[src/rtl/sd_asplit2_pkg.sv]
// Shared definitions for the asymmetric split: clocking macros, the
// branch-buffer occupancy encoding and its update helper.

`ifndef SDLIB_CLOCKING
`define SDLIB_CLOCKING posedge clk or posedge reset
`endif

`ifndef SDLIB_DELAY
`define SDLIB_DELAY
`endif

package sd_asplit2_pkg;

    // Default field widths of the concatenated upstream word.
    localparam int P1_WIDTH_DEF = 8;
    localparam int P2_WIDTH_DEF = 8;

    // Occupancy of one 2-entry branch buffer; this is the buffer's state.
    typedef enum logic [1:0] {
        SLOT_EMPTY = 2'd0,
        SLOT_ONE   = 2'd1,
        SLOT_TWO   = 2'd2
    } slot_cnt_e;

    // Next occupancy given one optional push and one optional pop.
    // Callers guarantee push never lands on a full buffer and pop never
    // hits an empty one, so the result always stays within 0..2.
    function automatic slot_cnt_e cnt_next(slot_cnt_e cnt, logic push, logic pop);
        logic [1:0] v;
        v = 2'(cnt) + {1'b0, push} - {1'b0, pop};
        return slot_cnt_e'(v);
    endfunction

endpackage

[src/rtl/sd_asplit_slot.sv]
// Two-entry branch buffer. Head register always drives the output directly,
// tail register holds the second word while the consumer is stalled.
//
// Handshake: a word moves when the producer's srdy and the consumer's drdy
// are both high at a rising clock edge; push_i/pop_i here are already those
// qualified transfer strobes, and srdy_o/full_o come from flops only.

module sd_asplit_slot
    import sd_asplit2_pkg::*;
#(
    parameter int width = 8
) (
    input  logic             clk,
    input  logic             reset,
    input  logic             push_i,
    input  logic [width-1:0] data_i,
    input  logic             pop_i,
    output logic             srdy_o,
    output logic [width-1:0] data_o,
    output logic             full_o
);

    slot_cnt_e        cnt_q;
    logic [width-1:0] head_q;
    logic [width-1:0] tail_q;

    logic push_ok;
    logic pop_ok;

    // A push on a full buffer or a pop on an empty one is ignored so the
    // occupancy can never leave 0..2 even if a caller misbehaves.
    assign push_ok = push_i & (cnt_q != SLOT_TWO);
    assign pop_ok  = pop_i  & (cnt_q != SLOT_EMPTY);

    assign srdy_o = (cnt_q != SLOT_EMPTY);
    assign full_o = (cnt_q == SLOT_TWO);
    assign data_o = head_q;

    // Occupancy state machine with head/tail steering.
    always_ff @(`SDLIB_CLOCKING) begin
        if (reset) begin
            cnt_q  <= `SDLIB_DELAY SLOT_EMPTY;
            head_q <= `SDLIB_DELAY '0;
            tail_q <= `SDLIB_DELAY '0;
        end else begin
            cnt_q <= `SDLIB_DELAY cnt_next(cnt_q, push_ok, pop_ok);
            case (cnt_q)
                SLOT_EMPTY: begin
                    if (push_ok) head_q <= `SDLIB_DELAY data_i;
                end
                SLOT_ONE: begin
                    // With a simultaneous pop the new word becomes head at once.
                    if (push_ok && pop_ok)  head_q <= `SDLIB_DELAY data_i;
                    else if (push_ok)       tail_q <= `SDLIB_DELAY data_i;
                end
                SLOT_TWO: begin
                    if (pop_ok) begin
                        head_q <= `SDLIB_DELAY tail_q;
                        if (push_ok) tail_q <= `SDLIB_DELAY data_i;
                    end
                end
                default: begin
                    cnt_q <= `SDLIB_DELAY SLOT_EMPTY;
                end
            endcase
        end
    end

endmodule

[src/rtl/sd_asplit2.sv]
// Asymmetric split: one concatenated upstream word is written into two
// independent branch buffers, low field to port 1, high field to port 2.
//
// Handshake: every port transfers on a rising edge where its srdy and drdy
// are both high. c_drdy depends only on buffer occupancy flops, so there is
// no combinational path from either p*_drdy back to c_drdy.

module sd_asplit2
    import sd_asplit2_pkg::*;
#(
    parameter int p1_width = P1_WIDTH_DEF,
    parameter int p2_width = P2_WIDTH_DEF
) (
    input  logic                         clk,
    input  logic                         reset,
    input  logic                         c_srdy,
    output logic                         c_drdy,
    input  logic [p1_width+p2_width-1:0] c_data,
    output logic                         p1_srdy,
    input  logic                         p1_drdy,
    output logic [p1_width-1:0]          p1_data,
    output logic                         p2_srdy,
    input  logic                         p2_drdy,
    output logic [p2_width-1:0]          p2_data
);

    logic full_1;
    logic full_2;
    logic c_xfer;

    // Upstream may only transfer when both branches have room, so the
    // two fields of a word always enter their buffers together.
    assign c_drdy = ~full_1 & ~full_2;
    assign c_xfer = c_srdy & c_drdy;

    sd_asplit_slot #(
        .width (p1_width)
    ) u_slot_1 (
        .clk    (clk),
        .reset  (reset),
        .push_i (c_xfer),
        .data_i (c_data[p1_width-1:0]),
        .pop_i  (p1_srdy & p1_drdy),
        .srdy_o (p1_srdy),
        .data_o (p1_data),
        .full_o (full_1)
    );

    sd_asplit_slot #(
        .width (p2_width)
    ) u_slot_2 (
        .clk    (clk),
        .reset  (reset),
        .push_i (c_xfer),
        .data_i (c_data[p1_width+p2_width-1:p1_width]),
        .pop_i  (p2_srdy & p2_drdy),
        .srdy_o (p2_srdy),
        .data_o (p2_data),
        .full_o (full_2)
    );

endmodule

[config.mk]
export PLATFORM = sky130hd
export DESIGN_NAME = sd_asplit2
export DESIGN_NICKNAME = d
export VERILOG_FILES = /design/src/rtl/sd_asplit2_pkg.sv /design/src/rtl/sd_asplit_slot.sv /design/src/rtl/sd_asplit2.sv
export SDC_FILE = /design/constraint.sdc
export NUM_CORES = 1
export LEC_CHECK = 0
export BUFFER_PORTS_ARGS = -buffer_cell sky130_fd_sc_hd__buf_2
export CAP_MARGIN = 20
export CORE_MARGIN = 2
export CORE_UTILIZATION = 42
export CTS_BUF_LIST = sky130_fd_sc_hd__clkbuf_8 sky130_fd_sc_hd__clkbuf_16
export CTS_CLUSTER_SIZE = 12
export DETAILED_ROUTE_END_ITERATION = 10
export GPL_TIMING_DRIVEN = 0
export HOLD_SLACK_MARGIN = 0.02
export PLACE_DENSITY_LB_ADDON = 0.12
export SKIP_CTS_REPAIR_TIMING = 1
export SYNTH_ARGS = -nofsm -noshare
export SYNTH_HDL_FRONTEND = slang
export SYNTH_HIERARCHICAL = 1
export SYNTH_SLANG_ARGS = --single-unit
[constraint.sdc]
create_clock -name clk -period 3 [get_ports clk]
set_input_delay 0.6 -clock clk [delete_from_list [all_inputs] [get_ports clk]]
set_output_delay 0.6 -clock clk [all_outputs]
set_load 0.1 [all_outputs]
Word level (Yosys, flattened, before mapping)
Index checks and enable logic that the tools add are counted.
- input port bits: 21
- register bits: 36
- output and inout port bits: 19
- add/sub/neg operators: 4
- multiplexer cells: 18
- bitwise gates (word level): 10
- reductions and logical operators: 16
- eq/ne operators: 14
- operators by type and width (cell ; count):
    two-way mux 8 bit ; 12
    case mux 8 bit (3 select lines) ; 2
    case mux 8 bit (2 select lines) ; 2
    inequality test 2 x 1 -> 1 bit, second input constant ; 6
    AND 1 bit ; 8
    inequality test 2 bit, second input constant ; 4
    AND reduction 4 bit ; 2
    nonzero test 2 bit ; 4
    AND reduction 3 bit ; 2
    nonzero test 3 bit ; 2
    OR reduction 3 bit ; 2
    adder 2 x 1 -> 2 bit ; 2
    equality test 2 x 1 -> 1 bit, second input constant ; 2
    equality test 2 bit, second input constant ; 2
    logical NOT 2 bit ; 2
    two-way mux 2 bit ; 2
    subtractor 2 x 1 -> 2 bit ; 2
    logical AND 1 bit ; 2
    inverter 1 bit ; 2

Longest topological paths before layout
- word-level depth: 8
- gate-level depth with buffers: 10
- depth with buffers taken out: 9

Hierarchy
Netlist, hierarchy kept.
- modules (own cells, without submodules) (module ; times used ; sequential area each (um^2) ; cells an instance ; area each (um^2)):
    sd_asplit_slot ; 2 ; 450.4 ; 60 ; 904.6
    sd_asplit2 ; 1 ; 0.0 ; 4 ; 28.8

Worst setup path after synthesis
No wires, ideal clock.
- path type: register -> output
- start point: register u_slot_2.cnt_q[0]
- end point: output c_drdy
- path slack: 0.376 ns
- data arrival time: 2.024 ns
- stages on the path, launching flop included: 5
- path through: dfrtp_1 > nand2b_1 > buf_6 > inv_1 > nor2_1
- word-level cells in the longest chain between the ends: 3
- RTL lines (what ; RTL line ; text):
    start: declaration ; sd_asplit_slot.sv:23 ; slot_cnt_e cnt_q;
    start signal: assignment ; sd_asplit_slot.sv:42 ; cnt_q <= `SDLIB_DELAY SLOT_EMPTY;
    start signal: assignment ; sd_asplit_slot.sv:46 ; cnt_q <= `SDLIB_DELAY cnt_next(cnt_q, push_ok, pop_ok);
    start signal: assignment ; sd_asplit_slot.sv:63 ; cnt_q <= `SDLIB_DELAY SLOT_EMPTY;
    equality test 2 bit ; sd_asplit_slot.sv:36 ; assign full_o = (cnt_q == SLOT_TWO);
    via full_2 ; sd_asplit2.sv:28 ; logic full_2;
    inverter 1 bit ; sd_asplit2.sv:33 ; assign c_drdy = ~full_1 & ~full_2;
    AND 1 bit ; sd_asplit2.sv:33 ;
    end: declaration ; sd_asplit2.sv:17 ; output logic c_drdy,
The timed path passes the listed nets, and every way through them passes these cells.

Worst setup path in the final report
- start point: register u_slot_2.cnt_q[0]
- end point: register u_slot_1.cnt_q[1]
- word-level cells in the longest chain between the ends: 8
- RTL lines (what ; RTL line ; text):
    equality test 2 bit ; sd_asplit_slot.sv:36 ;
    via full_2 ; sd_asplit2.sv:28 ;
    inverter 1 bit ; sd_asplit2.sv:33 ;
    AND 1 bit ; sd_asplit2.sv:33 ;
    AND 1 bit ; sd_asplit2.sv:34 ; assign c_xfer = c_srdy & c_drdy;
    via c_xfer ; sd_asplit2.sv:29 ; logic c_xfer;
    AND 1 bit ; sd_asplit_slot.sv:32 ; assign push_ok = push_i & (cnt_q != SLOT_TWO);
    adder 2 x 1 -> 2 bit ; sd_asplit2_pkg.sv:30 ; v = 2'(cnt) + {1'b0, push} - {1'b0, pop};
    subtractor 2 x 1 -> 2 bit ; sd_asplit2_pkg.sv:30 ;
    two-way mux 2 bit ; sd_asplit_slot.sv:47 ; case (cnt_q)
    end signal: assignment ; sd_asplit_slot.sv:42 ;
    end signal: assignment ; sd_asplit_slot.sv:46 ;
    end signal: assignment ; sd_asplit_slot.sv:63 ;
    end: declaration ; sd_asplit_slot.sv:23 ;
The timed path passes the listed nets, and every way through them passes these cells.
A chain may end at the register's enable or synchronous reset.

==> flow_summary_export.csv <==
group,metric,value,unit
outcome,status,"finished clean",
synth,ys_seq_elements,36,
detailed_routing,drtIter0Drc,43,
timing,max_freq,0.419,GHz
detailed_routing,wire_per_inst,14.0,microns
flow_run,maxCapViolations,0,
critical_path,critical_path.top_delay_family,"simple AND/OR/NAND/NOR gates",
synth,synth.area.top_cells,"dfrtp_1 49%, mux2_2 20%, mux2_4 13%, ha_1 2.7%, nor3b_4 2.0%",
grt,grt_max_degree,19,
synth,synth_edf_count,0,
finish,fillers,373,
grt,antenna_found_initial,0,
timing,holdWs,408,ps
critical_path,slowest_delay,440,ps
detailed_routing,dr.pass1.iters,4,
timing,fin_ws,615,ps
detailed_routing,finalWirelength,3.13,mm
synth,ys_types,20,
timing,tns,0,ps
timing,timing_hold_violations_final,0,
timing,finalClockSkew,3.21,ps
finish,synthToLayoutAreaGrowth,19.1,%
synth,ys.flop_type,"dfrtp_1",
critical_path,path_max_fanout,10,
detailed_routing,ant_nets,0,
clocking,clk_pin_slew,70,ps
synth,syn_area,1840,sq um
clocking,cts_made_buffers,5,
critical_path,r2r-end,"u_slot_1/cnt_q[1]",
clocking,cts_tree,"done",
critical_path,r2r_cells,10,
critical_path,endpoint_kind,"flip-flop",
finish,regArea,901,sq um
placement,dp_slack,567,ps
detailed_routing,drcViolationCount,0,
critical_path,path_class,"reg -> reg",
critical_path,r2r_slack,620,ps
timing,fin_crit_sh,79.5,%
critical_path,crit_chain,"nand2b_1 > buf_6 > inv_1 > nor3b_2 > nand2_1 > ha_1 > inv_1 > ha_1 > xnor2_1 > mux2i_1",
grt,gr-total-overflow,0,
finish,drive_gt1_share,62.0,%
timing,maxSlewViolCount,0,
critical_path,worstPathRequired,3210,ps
synth,ys_seq_area_share,49.0,%
floorplan,coreArea,4290,sq um
worst_hold_path,hp-class,"in -> async",
timing,worst_slew_pin_slew,686,ps
timing,worst_slew_margin_rel,54.2,%
finish,num_antenna_cells,0,
synth,syn_inst,124,
finish,nNetsFinal,195,
floorplan,rows,24,
floorplan,fp.dieH,70.2,microns
clocking,clockBufferDepth,2,
critical_path,regToRegStartpoint,"u_slot_2/cnt_q[0]",
synth,async_flop_share,100,%
clocking,insertion_delay,280,ps
synth,syn_avg_cell_area,14.8,sq um
detailed_routing,vias,1083,
critical_path,arrival,2590,ps
critical_path,worst-path-stages,10,
floorplan,die_x,70.2,microns
grt,track_usage,13.7,%
floorplan,dieArea,4920,sq um
clocking,root_buffer,"clkbuf_8",
critical_path,crit_buf_inv,3,
timing,rsz0062_at_grt,"false",
placement,io_buffers,39,
synth,yosysMostFrequentCell,"dfrtp_1",
critical_path,slowest_stage,"nor3b_2",
clocking,cts_num_sinks,36,
detailed_routing,viasPerCell,4.86,
floorplan,start_util,42.8,%
placement,place.gp.congestion,0.721,
finish,multiInputGateArea,892,sq um
synth,synth_nets,149,
clocking,cts.htree.levels,2,
synth,synthTopCellsByCount,"36 x dfrtp_1, 32 x mux2_2, 16 x mux2_4",
synth,yosys_warnings,6,
critical_path,worstSetupStartpointType,"flip-flop",
timing,setup_violations,0,
floorplan,io-pin-count,40,
timing,min_period,2380,ps
grt,grt_pass1_wl,5.15,mm
grt,grt_pass1_vias,1127,
synth,post-synth-top-area-fraction,49.0,%
synth,yosysTopAreaCell,"dfrtp_1",
placement,hpwl,2.35,mm
[flip-flops by register name (all words and copies together), names as in the netlist]
name	count
u_slot_1/tail_q	8
u_slot_2/cnt_q	2
u_slot_2/tail_q	8
u_slot_1/data_o	8
u_slot_1/cnt_q	2
u_slot_2/data_o	8
[final cells by class]
class	count	area share, %
Sequential cell	36	41.2
Multi-Input combinational cell	80	40.8
Timing Repair Buffer	39	8.92
Clock buffer	6	3.77
Tap cell	52	2.97
Buffer	2	1.03
Inverter	6	1.03
Clock inverter	2	0.343
[per-stage QoR]
step	area, sq um	util [%]	std cells
6_report	2190	51.0	223
3_3_place_gp	2100	48.9	215
3_5_place_dp	2100	48.9	215
4_1_cts	2190	51.0	223
2_1_floorplan	1840	-	124
5_1_grt	2190	51.0	223
[cell families (layout without fill, tap and decap cells)]
| family | count (synthesis) | after routing | synth area share [%] |
|---|---|---|---|
| AO/OA/AOI/OAI | 4 | 4 | 1.77 |
| XOR/XNOR | 2 | 2 | 0.953 |
| adder cells (fa/ha/maj) | 4 | 4 | 2.72 |
| buffers and inverters | 8 | 55 | 2.45 |
| flip-flops | 36 | 36 | 49.0 |
| multiplexers | 50 | 50 | 33.8 |
| AND/OR/NAND/NOR | 20 | 20 | 9.33 |
[layer usage]
metal,vias up,routed length (microns),global-route usage [%]
met5,-,0,0
met4,0,17,3.85
met3,4,177,5.48
met2,27,1710,24.9
met1,524,1230,14.8
li1,528,-,-
[how the worst max path moves through the flow]
stage | slack [ps] | start | endpoint
floorplan | 380 | u_slot_2/cnt_q[0] | c_drdy
global placement | 620 | u_slot_2/cnt_q[0] | u_slot_2/tail_q[6]
detailed placement | 570 | u_slot_2/cnt_q[0] | u_slot_2/tail_q[4]
CTS | 540 | u_slot_2/cnt_q[0] | u_slot_2/tail_q[4]
global route | 410 | u_slot_2/cnt_q[0] | u_slot_1/cnt_q[1]
finish | 620 | u_slot_2/cnt_q[0] | u_slot_1/cnt_q[1]
[cells in the final DEF (no fill, tap or decap)]
cell,instances
nand2b_4,2
a21boi_0,2
nor3b_2,1
xnor2_1,2
mux2_2,32
inv_1,8
nand2_1,2
dfrtp_1,36
mux2i_1,2
nand2b_1,2
clkbuf_8,6
nor2_1,1
buf_2,39
buf_6,2
nand3b_1,2
nor3b_4,2
or2_2,2
mux2_4,16
o21ai_2,2
ha_1,4
nor2b_2,2
and2_1,4
Power is left out: the tool's default activity adds up to more than one toggle a clock period on the data nets, which glitch-free logic cannot reach.
